--- src/rtl/fnd_pkg.sv ---
// Shared constants, conversion FSM encoding and double-dabble helpers for the FND drive path.
package fnd_pkg;

    localparam int unsigned NUM_DIGITS = 4;
    localparam int unsigned BIN_W      = 14;
    localparam int unsigned BCD_W      = 16;
    localparam int unsigned MAX_VAL    = 9999;
    localparam int unsigned CNT_W      = 4;
    localparam int unsigned IDX_W      = 2;
    localparam int unsigned NIB_W      = 4;

    typedef enum logic [1:0] {
        IDLE   = 2'd0,
        SHIFT  = 2'd1,
        COMMIT = 2'd2
    } conv_state_e;

    // Saturate a binary input to the largest value four BCD digits can show.
    function automatic logic [BIN_W-1:0] clamp_bin(input logic [BIN_W-1:0] v);
        return (v > BIN_W'(MAX_VAL)) ? BIN_W'(MAX_VAL) : v;
    endfunction

    // Add 3 to every BCD nibble that is 5 or more, ahead of the next left shift.
    function automatic logic [BCD_W-1:0] dd_adjust(input logic [BCD_W-1:0] bcd);
        logic [BCD_W-1:0] r;
        r = bcd;
        for (int i = 0; i < int'(NUM_DIGITS); i++) begin
            if (r[i*NIB_W +: NIB_W] >= 4'd5) begin
                r[i*NIB_W +: NIB_W] = r[i*NIB_W +: NIB_W] + 4'd3;
            end
        end
        return r;
    endfunction

endpackage

--- src/rtl/bin2bcd_seq.sv ---
// Sequential double-dabble converter: one shift per clock, start/busy/done handshake.
module bin2bcd_seq
    import fnd_pkg::*;
(
    input  logic              clk_i,
    input  logic              rst_ni,
    input  logic              start_i,
    input  logic [BIN_W-1:0]  bin_i,
    output logic              busy_o,
    output logic              done_o,
    output logic              ovf_o,
    output conv_state_e       state_o,
    output logic [BCD_W-1:0]  bcd_o
);

    conv_state_e              state_q, state_d;
    logic [BIN_W-1:0]         bin_q,   bin_d;
    logic [BCD_W-1:0]         bcd_q,   bcd_d;
    logic [CNT_W-1:0]         cnt_q,   cnt_d;
    logic                     busy_q,  busy_d;
    logic                     done_q,  done_d;
    logic                     ovf_q,   ovf_d;
    logic [BCD_W+BIN_W-1:0]   shifted;

    // State and datapath registers; reset abandons any conversion in flight.
    always_ff @(posedge clk_i) begin
        if (!rst_ni) begin
            state_q <= IDLE;
            bin_q   <= '0;
            bcd_q   <= '0;
            cnt_q   <= '0;
            busy_q  <= 1'b0;
            done_q  <= 1'b0;
            ovf_q   <= 1'b0;
        end else begin
            state_q <= state_d;
            bin_q   <= bin_d;
            bcd_q   <= bcd_d;
            cnt_q   <= cnt_d;
            busy_q  <= busy_d;
            done_q  <= done_d;
            ovf_q   <= ovf_d;
        end
    end

    // Next-state logic: accept in IDLE, 14 adjust-and-shift steps, then a single commit cycle.
    always_comb begin
        state_d = state_q;
        bin_d   = bin_q;
        bcd_d   = bcd_q;
        cnt_d   = cnt_q;
        busy_d  = busy_q;
        done_d  = 1'b0;
        ovf_d   = ovf_q;
        shifted = {dd_adjust(bcd_q), bin_q} << 1;

        case (state_q)
            IDLE: begin
                if (start_i) begin
                    bin_d   = clamp_bin(bin_i);
                    ovf_d   = (bin_i > BIN_W'(MAX_VAL));
                    bcd_d   = '0;
                    cnt_d   = '0;
                    busy_d  = 1'b1;
                    state_d = SHIFT;
                end
            end
            SHIFT: begin
                {bcd_d, bin_d} = shifted;
                cnt_d          = cnt_q + CNT_W'(1);
                if (cnt_q == CNT_W'(BIN_W - 1)) begin
                    state_d = COMMIT;
                end
            end
            COMMIT: begin
                done_d  = 1'b1;
                busy_d  = 1'b0;
                state_d = IDLE;
            end
            default: begin
                busy_d  = 1'b0;
                state_d = IDLE;
            end
        endcase
    end

    assign busy_o  = busy_q;
    assign done_o  = done_q;
    assign ovf_o   = ovf_q;
    assign state_o = state_q;
    assign bcd_o   = bcd_q;

endmodule

--- src/rtl/fnd_scan_controller.sv ---
// 4-digit FND drive: binary-to-BCD conversion, digit scan, leading-zero blanking.
module fnd_scan_controller
    import fnd_pkg::*;
#(
    parameter int unsigned CLK_FREQ = 100_000_000,
    parameter int unsigned SCAN_HZ  = 1000,
    parameter bit          LZB      = 1'b1
) (
    input  logic              i_clk,
    input  logic              i_reset,
    input  logic [BIN_W-1:0]  i_value,
    input  logic              i_update,
    input  logic              i_en,
    output logic              o_busy,
    output logic              o_done,
    output logic              o_ovf,
    output logic [IDX_W-1:0]  o_DigitSelect,
    output logic [NIB_W-1:0]  o_value,
    output logic              o_blank,
    output logic              o_en
);

    localparam int unsigned DIV   = CLK_FREQ / SCAN_HZ;
    localparam int unsigned PRE_W = (DIV > 1) ? $clog2(DIV) : 1;

    conv_state_e         conv_state;
    logic [BCD_W-1:0]    conv_bcd;

    logic [PRE_W-1:0]    pre_q,  pre_d;
    logic [IDX_W-1:0]    idx_q,  idx_d;
    logic [BCD_W-1:0]    disp_q, disp_d;
    logic                en_q;
    logic                scan_tick;
    logic                blank_c;

    bin2bcd_seq u_bin2bcd (
        .clk_i   (i_clk),
        .rst_ni  (i_reset),
        .start_i (i_update),
        .bin_i   (i_value),
        .busy_o  (o_busy),
        .done_o  (o_done),
        .ovf_o   (o_ovf),
        .state_o (conv_state),
        .bcd_o   (conv_bcd)
    );

    // Prescaler wrap, digit advance and display load from the converter's commit cycle.
    always_comb begin
        scan_tick = (pre_q == PRE_W'(DIV - 1));
        pre_d     = scan_tick ? '0 : pre_q + PRE_W'(1);
        idx_d     = scan_tick ? idx_q + IDX_W'(1) : idx_q;
        disp_d    = (conv_state == COMMIT) ? conv_bcd : disp_q;
    end

    // Scan and display registers; the display only changes on commit so no torn value is shown.
    always_ff @(posedge i_clk) begin
        if (!i_reset) begin
            pre_q  <= '0;
            idx_q  <= '0;
            disp_q <= '0;
            en_q   <= 1'b0;
        end else begin
            pre_q  <= pre_d;
            idx_q  <= idx_d;
            disp_q <= disp_d;
            en_q   <= i_en;
        end
    end

    // Digit mux and leading-zero detection for the currently selected index.
    always_comb begin
        o_value = disp_q[NIB_W-1:0];
        blank_c = 1'b0;
        case (idx_q)
            2'd0: o_value = disp_q[3:0];
            2'd1: begin
                o_value = disp_q[7:4];
                blank_c = (disp_q[15:4] == 12'd0);
            end
            2'd2: begin
                o_value = disp_q[11:8];
                blank_c = (disp_q[15:8] == 8'd0);
            end
            2'd3: begin
                o_value = disp_q[15:12];
                blank_c = (disp_q[15:12] == 4'd0);
            end
            default: begin
                o_value = disp_q[3:0];
                blank_c = 1'b0;
            end
        endcase
    end

    assign o_blank       = LZB & blank_c;
    assign o_DigitSelect = idx_q;
    assign o_en          = en_q;

endmodule

--- config.mk ---
export PLATFORM = sky130hd
export DESIGN_NAME = fnd_scan_controller
export DESIGN_NICKNAME = d
export VERILOG_FILES = /design/src/rtl/fnd_pkg.sv /design/src/rtl/bin2bcd_seq.sv /design/src/rtl/fnd_scan_controller.sv
export SDC_FILE = /design/constraint.sdc
export NUM_CORES = 1
export LEC_CHECK = 0
export BUFFER_PORTS_ARGS = -buffer_cell sky130_fd_sc_hd__buf_2
export CAP_MARGIN = 10
export CORE_UTILIZATION = 34
export CTS_BUF_LIST = sky130_fd_sc_hd__clkbuf_8
export DETAILED_ROUTE_END_ITERATION = 10
export PLACE_DENSITY_LB_ADDON = 0.1
export SYNTH_ARGS = -nofsm -noshare
export SYNTH_HDL_FRONTEND = slang
export SYNTH_SLANG_ARGS = --single-unit
--- constraint.sdc ---
create_clock -name i_clk -period 1.5 [get_ports i_clk]
set_input_delay 0.15 -clock i_clk [delete_from_list [all_inputs] [get_ports i_clk]]
set_output_delay 0.15 -clock i_clk [all_outputs]
set_load 0.005 [all_outputs]
==> metrics.md, run 1 <==
| Metric | Value |
|---|---|
| Status | complete, but fails checks |
| Violated checks | negative setup slack |
| Setup TNS | -0.853 ns |
| Synth Flop Type | dfxtp_1 |
| Top sig layer | met4 |
| CP endpoint kind | primary output |
| Max_cap viols | 0 |
| Critical path's slowest cell | dfxtp_2 |
| Netlist cell types | 49 |
| Diode count | 0 |
| IO Count | 29 |
| EDFF count, synth | 0 |
| Clock sink total | 75 |
| Global Route Usage Sum | 16.5% |
| Routed wire length | 8130 um |
| Nets | 507 |
| Commonest non-fill, non-tap cell in the layout | dfxtp_1 |
| Yosys warning total | 0 |
| Setup crit start kind | flop |
| Port bufs | 28 |
| Met2 wire len | 3580 um |
| Clock root buffer master | clkbuf_8 |
| Seq/Total Area, Yosys | 43.5% |
| Largest net degree at the start of global routing | 25 |
| Non-Filler Instances | 612 |
| Measured slew at the worst slew-check pin | 0.436 ns |
| Cell count after synthesis | 400 |
| Crit path required time | 1.35 ns |
| Fraction of layout cells with a size suffix above 1 | 29.9% |
| Slew Limit Fails | 0 |
| Num rows | 36 |
| CTS tree | yes |
| Die height | 103 um |
| Antenna violation net count after detailed routing | 0 |
| GRT overflow | 0 |
| Hold crit path type | input port to flop |
| Initial antenna violation count | 0 |
| Hold_ws | 0.0214 ns |
| Routed length on met3 | 271 um |
| Core box area | 9820 um2 |
| Crit-path leading delay family | flip-flops |
| Drt first-iter violations | 101 |
| Part of the cycle the worst path needs | 113% |
| Clock Skew | 0.0116 ns |
| GPL Wtd Cong | 0.792 |
| Initial Util | 35.1% |
| Register area | 1520 um2 |
| Clk_lat worst skew | 0.35 ns |
| Fill count | 1061 |
| Die width | 103 um |
| Slowest stage delay, CP | 0.34 ns |
| Most frequent cells in the layout | dfxtp_1 (64), buf_4 (51), nand2_1 (48) |
| Drt wl/cell | 13.3 um |
| Via count | 3028 |
| Final Critical Period | 1.70 ns |
| Multi-input gate area | 1890 um2 |
| Post-route DRC | 0 |
| M1 WL | 4180 um |
| Inst Count DP | 593 |
| Critical path type | flop to primary output |
| Worst-path clk slew | 0.09 ns |
| Slew HR | 70.6% |
| Final Hold Viols | 0 |
| First-pass GRT wire length | 13400 um |
| Vias/cell | 4.95 |
| Worst Path Max Fanout | 5 |
| Vias in the first global route | 2756 |
| LEAKAGE | 1.70 nW |
| Synth Cell Area | 3450 um2 |
| Setup violators final | 5 |
| Synth async-reset ratio | 0% |
| Area Overhead vs Synth | 28.1% |
| Total die area | 10600 um2 |
| Num CTS Buffers | 9 |
| Post-Syn Nets | 433 |
| Avg Cell Area, Syn | 8.62 um2 |
| H-tree lvl count | 3 |
| Synthesized flop and latch total | 75 |
| Maximum vdd drop | 0.000344 V |
| 1st-pass router iterations | 4 |
| Worst setup margin | -0.199 ns |
| Maximum clock rate | 0.589 GHz |
| Cell Pwr Density | 917 nW/um2 |
| RSZ-0062 raised after global routing | true |
| Critical Path AT | 1.55 ns |
| CP bufs+invs | 2 |
| Maximum clock path buffer count | 2 |
| CP cell instances | buf_6 -> ha_4 -> a222oi_1 -> mux2i_1 -> buf_2 |
| Detailed-placement wirelength estimate | 5920 um |
-- layout make-up --
| cell class | instances | share of cell area, % |
|---|---|---|
| multi-input combinational | 283 | 42.8 |
| sequential | 75 | 34.3 |
| timing repair buffer | 81 | 12.3 |
| tap | 133 | 3.76 |
| clock buffer | 10 | 3.11 |
| inverter | 24 | 2.04 |
| clock inverter | 6 | 1.64 |
-- synth_stat cells, types with 4 or more instances --
cell,count,area (um2)
nand3_1,11,55.1
a21oi_1,43,215
nand2_1,49,184
ha_1,15,188
nand4_1,8,50.1
o21ai_0,20,100
xor2_1,9,78.8
nor2_1,37,139
a222oi_1,6,60.1
clkbuf_1,7,26.3
dfxtp_1,75,1500
inv_1,23,86.3
xnor2_1,13,114
mux2_2,5,56.3
o221ai_1,6,52.6
buf_2,8,40.0
a22oi_1,4,30.0
nor4_1,6,37.5
nor3_1,9,45.0
mux2i_1,5,50.1
nand2b_1,6,37.5
-- stage by stage --
stage	worst slack, ns	instance area (um2)	utilization, %	total power, mW
2_1_floorplan	0.0233	3450	-	2.32
3_3_place_gp	0.0249	4050	41.2	2.47
3_5_place_dp	-0.0382	4050	41.2	2.48
4_1_cts	-0.228	4330	44.1	4.11
5_1_grt	-0.331	4420	45.0	4.25
6_report	-0.199	4420	45.0	4.05
-- kinds of logic (layout without fill, tap and decap cells) --
| group | after synthesis | count (layout) | share of synthesized area (%) |
|---|---|---|---|
| and+or+nand+nor | 147 | 147 | 21.4 |
| AOI/OAI and AO/OA | 89 | 89 | 15.9 |
| DFF | 75 | 75 | 43.5 |
| buffers and inverters | 42 | 121 | 5.08 |
| xor gates and xnor gates | 22 | 22 | 5.59 |
| adders and majority gates | 15 | 15 | 5.44 |
| muxes | 10 | 10 | 3.08 |
-- report_power, final --
group	leakage (nW)	internal, mW	switching (mW)
registers	0.614	2.05	0.0415
clock network	0.103	0.828	0.787
logic	0.986	0.157	0.192
-- layer usage --
metal  track usage [%]  up-vias
met4              6.59        0
met5                 0        -
li1                  -     1553
met2              25.1       44
met1              23.1     1422
met3              2.78        9
-- path summary, 6_finish.rpt --
kind / slack, ns / cells past startpoint / to / startpoint
max: -0.20 / 5 / o_value[3] / o_DigitSelect[1]
max reg2reg: 0.08 / 5 / pre_q[15] / pre_q[7]
min reg2reg: 0.46 / 2 / disp_q[2] / disp_q[2]
min: 0.02 / 2 / u_bin2bcd.bin_q[5] / i_value[5]
-- state kept, by name, summed over array words and instances (netlist names) --
register / count
u_bin2bcd.bcd_o: 16
u_bin2bcd.bin_q: 14
disp_q: 16
u_bin2bcd.busy_o: 1
o_en: 1
u_bin2bcd.ovf_o: 1
o_DigitSelect: 2
pre_q: 17
u_bin2bcd.done_o: 1
u_bin2bcd.cnt_q: 4
u_bin2bcd.state_o: 2
-- timing repair --
item / CTS / global route
resized for setup: 15 / 27
hold endpoints to repair: 1 / 0
endpoints found under the setup margin: 6 / 28
pin swaps: 7 / 7
buffers inserted: 1 / 1
hold buffers: 1 / 0
Power figures use the tool's default switching activity.
==> run 2, diff against run 1 <==
--- a/config.mk
+++ b/config.mk
@@ -7,6 +7,7 @@
 export LEC_CHECK = 0
 export BUFFER_PORTS_ARGS = -buffer_cell sky130_fd_sc_hd__buf_2
 export CAP_MARGIN = 10
+export CORE_MARGIN = 10
 export CORE_UTILIZATION = 34
 export CTS_BUF_LIST = sky130_fd_sc_hd__clkbuf_8
 export DETAILED_ROUTE_END_ITERATION = 10
==> constraint.sdc (replaced) <==
create_clock -name i_clk -period 1.5 [get_ports i_clk]
set_input_delay 0.15 -clock i_clk [delete_from_list [all_inputs] [get_ports i_clk]]
set_output_delay 0.15 -clock i_clk [all_outputs]
set_load 0.01 [all_outputs]
==> run 2 against run 1 <==
The flow still finishes with violations (negative setup slack). Clock power increased by 29%. Via count fell by 0.92%. Final cell count shrank 0.65%.
==> metrics.md, run 2 (same netlist as run 1, synthesis figures left out) <==
| Metric | Value |
|---|---|
| Global Route Usage Sum | 11.4% |
| Drt wl/cell | 13.6 um |
| Critical path type | flop to primary output |
| Area Overhead vs Synth | 30.5% |
| Inst Count DP | 591 |
| Num rows | 36 |
| Slew HR | 69.1% |
| Clock Skew | 0.0138 ns |
| Routed wire length | 8260 um |
| Detailed-placement wirelength estimate | 6040 um |
| Worst-path clk slew | 0.08 ns |
| Hold crit path type | input port to flop |
| Overall power | 4.54 mW |
| Vias in the first global route | 2809 |
| Status | complete, but fails checks |
| Initial Util | 35.1% |
| Crit path required time | 1.35 ns |
| Worst Path Max Fanout | 5 |
| R2R Setup Slk | 0.08 ns |
| Via count | 3000 |
| Post-route cell area | 4500 um2 |
| Measured slew at the worst slew-check pin | 0.458 ns |
| Die height | 121 um |
| Antenna violation net count after detailed routing | 0 |
| Setup crit start kind | flop |
| CP cell instances | buf_6 -> ha_4 -> a222oi_1 -> mux2i_1 -> buf_2 |
| FF-to-FF Start | pre_q[11] |
| Diode count | 0 |
| Reg2Reg Depth | 5 |
| Slowest stage delay, CP | 0.34 ns |
| Setup TNS | -1.03 ns |
| Die width | 121 um |
| CP endpoint kind | primary output |
| Clock root buffer master | clkbuf_8 |
| 1st-pass router iterations | 4 |
| Post-CTS Setup Bufs | 0 |
| Largest net degree at the start of global routing | 23 |
| Core box area | 9820 um2 |
| Drt first-iter violations | 156 |
| Maximum clock rate | 0.574 GHz |
| Crit Reg-Reg Endpoint | pre_q[15] |
| Vias/cell | 4.93 |
| LEAKAGE | 1.75 nW |
| Slew Limit Fails | 0 |
| Hold_ws | 0.0245 ns |
| Largest register FFs | 17 |
| Num CTS Buffers | 9 |
| Min-Delay Endpoint | u_bin2bcd.bin_q[2] |
| H-tree lvl count | 3 |
| Worst setup margin | -0.242 ns |
| Util after Layout | 45.8% |
| Maximum clock path buffer count | 2 |
| Dpl ws | -0.0151 ns |
| Setup violators final | 5 |
| CP bufs+invs | 2 |
| Commonest non-fill, non-tap cell in the layout | dfxtp_1 |
| Final Critical Period | 1.74 ns |
| Worst Hold Depth | 3 |
| Maximum vdd drop | 0.000549 V |
| CTS tree | yes |
| Clock sink total | 75 |
| Port bufs | 28 |
| GRT overflow | 0 |
| Most frequent cells in the layout | dfxtp_1 (66), nand2_1 (47), buf_4 (46) |
| Cell Pwr Density | 1010 nW/um2 |
| Non-Filler Instances | 608 |
| Fraction of layout cells with a size suffix above 1 | 30.5% |
| Critical Path AT | 1.59 ns |
| GPL Wtd Cong | 0.791 |
| Reg with most FFs | pre_q |
| Final Hold Viols | 0 |
| Total die area | 14600 um2 |
| Placed Area | 4050 um2 |
| Part of the cycle the worst path needs | 116% |
| Violated checks | negative setup slack |
| Nets | 503 |
| Crit-path leading delay family | flip-flops |
| Initial antenna violation count | 0 |
| Critical path's slowest cell | dfxtp_2 |
| Clk_lat worst skew | 0.35 ns |
| Max_cap viols | 0 |
| RSZ-0062 raised after global routing | true |
| Post-route DRC | 0 |
| Critical hold path startpoint | i_value[2] |
| First-pass GRT wire length | 13700 um |
| IO Count | 29 |
[run 2: changes by cell type in the layout (fill, tap and decap cells not counted), sizes merged]
cell	delta
clkinvlp	-1
clkinv	-3
clkbuf	+1
buf	-4
bufinv	+3
[run 2: layout make-up]
type / instances / area (um2)
well taps: 133 / 166
clock inverters: 5 / 124
multi-input cells: 283 / 1930
clock buffers: 11 / 151
inverters: 24 / 90.1
repair buffers: 77 / 527
flip-flops and latches: 75 / 1520
fillers: 1027 / 5320
[run 2: worst register-to-register path, delay by kind of cell (launching register included)]
kind	cells	cell delay [ns]
AOI/OAI and AO/OA	1	0.14
DFF	1	0.35
and+or+nand+nor	3	0.73
buffers and inverters	1	0.14
[run 2: repair_timing]
| item | 4_1_cts | 5_1_grt |
|---|---|---|
| hold buffers | 1 | 0 |
| gates resized for setup | 13 | 38 |
| cloned | 0 | 0 |
| hold endpoints to repair | 1 | 0 |
| pin swaps | 5 | 9 |
| setup endpoints to repair | 8 | 27 |
[run 2: worst max-delay path by stage]
stage / to / depth (start not counted) / slack (ns) / from
after floorplan: pre_q[16] / 6 / 0.02 / pre_q[0]
after global placement: u_bin2bcd.bcd_o[6] / 6 / 0.03 / u_bin2bcd.bcd_o[5]
after detailed placement: u_bin2bcd.bcd_o[10] / 6 / -0.02 / u_bin2bcd.bcd_o[9]
after CTS: o_value[0] / 5 / -0.28 / o_DigitSelect[0]
after global routing: o_value[1] / 5 / -0.35 / o_DigitSelect[1]
final: o_value[0] / 5 / -0.24 / o_DigitSelect[1]
[run 2: routing by layer]
layer,GRT usage [%],up-vias,routed length [um]
met5,0,-,0
met2,17.3,42,3780
li1,-,1551,-
met1,15.0,1400,4110
met3,3.49,7,290
met4,3.85,0,72
[run 2: power breakdown]
part	switching, mW	internal (mW)	total, mW
sequential	0.0431	2.05	2.09
clock	0.733	1.36	2.09
combinational	0.198	0.158	0.356
total	0.974	3.56	4.54
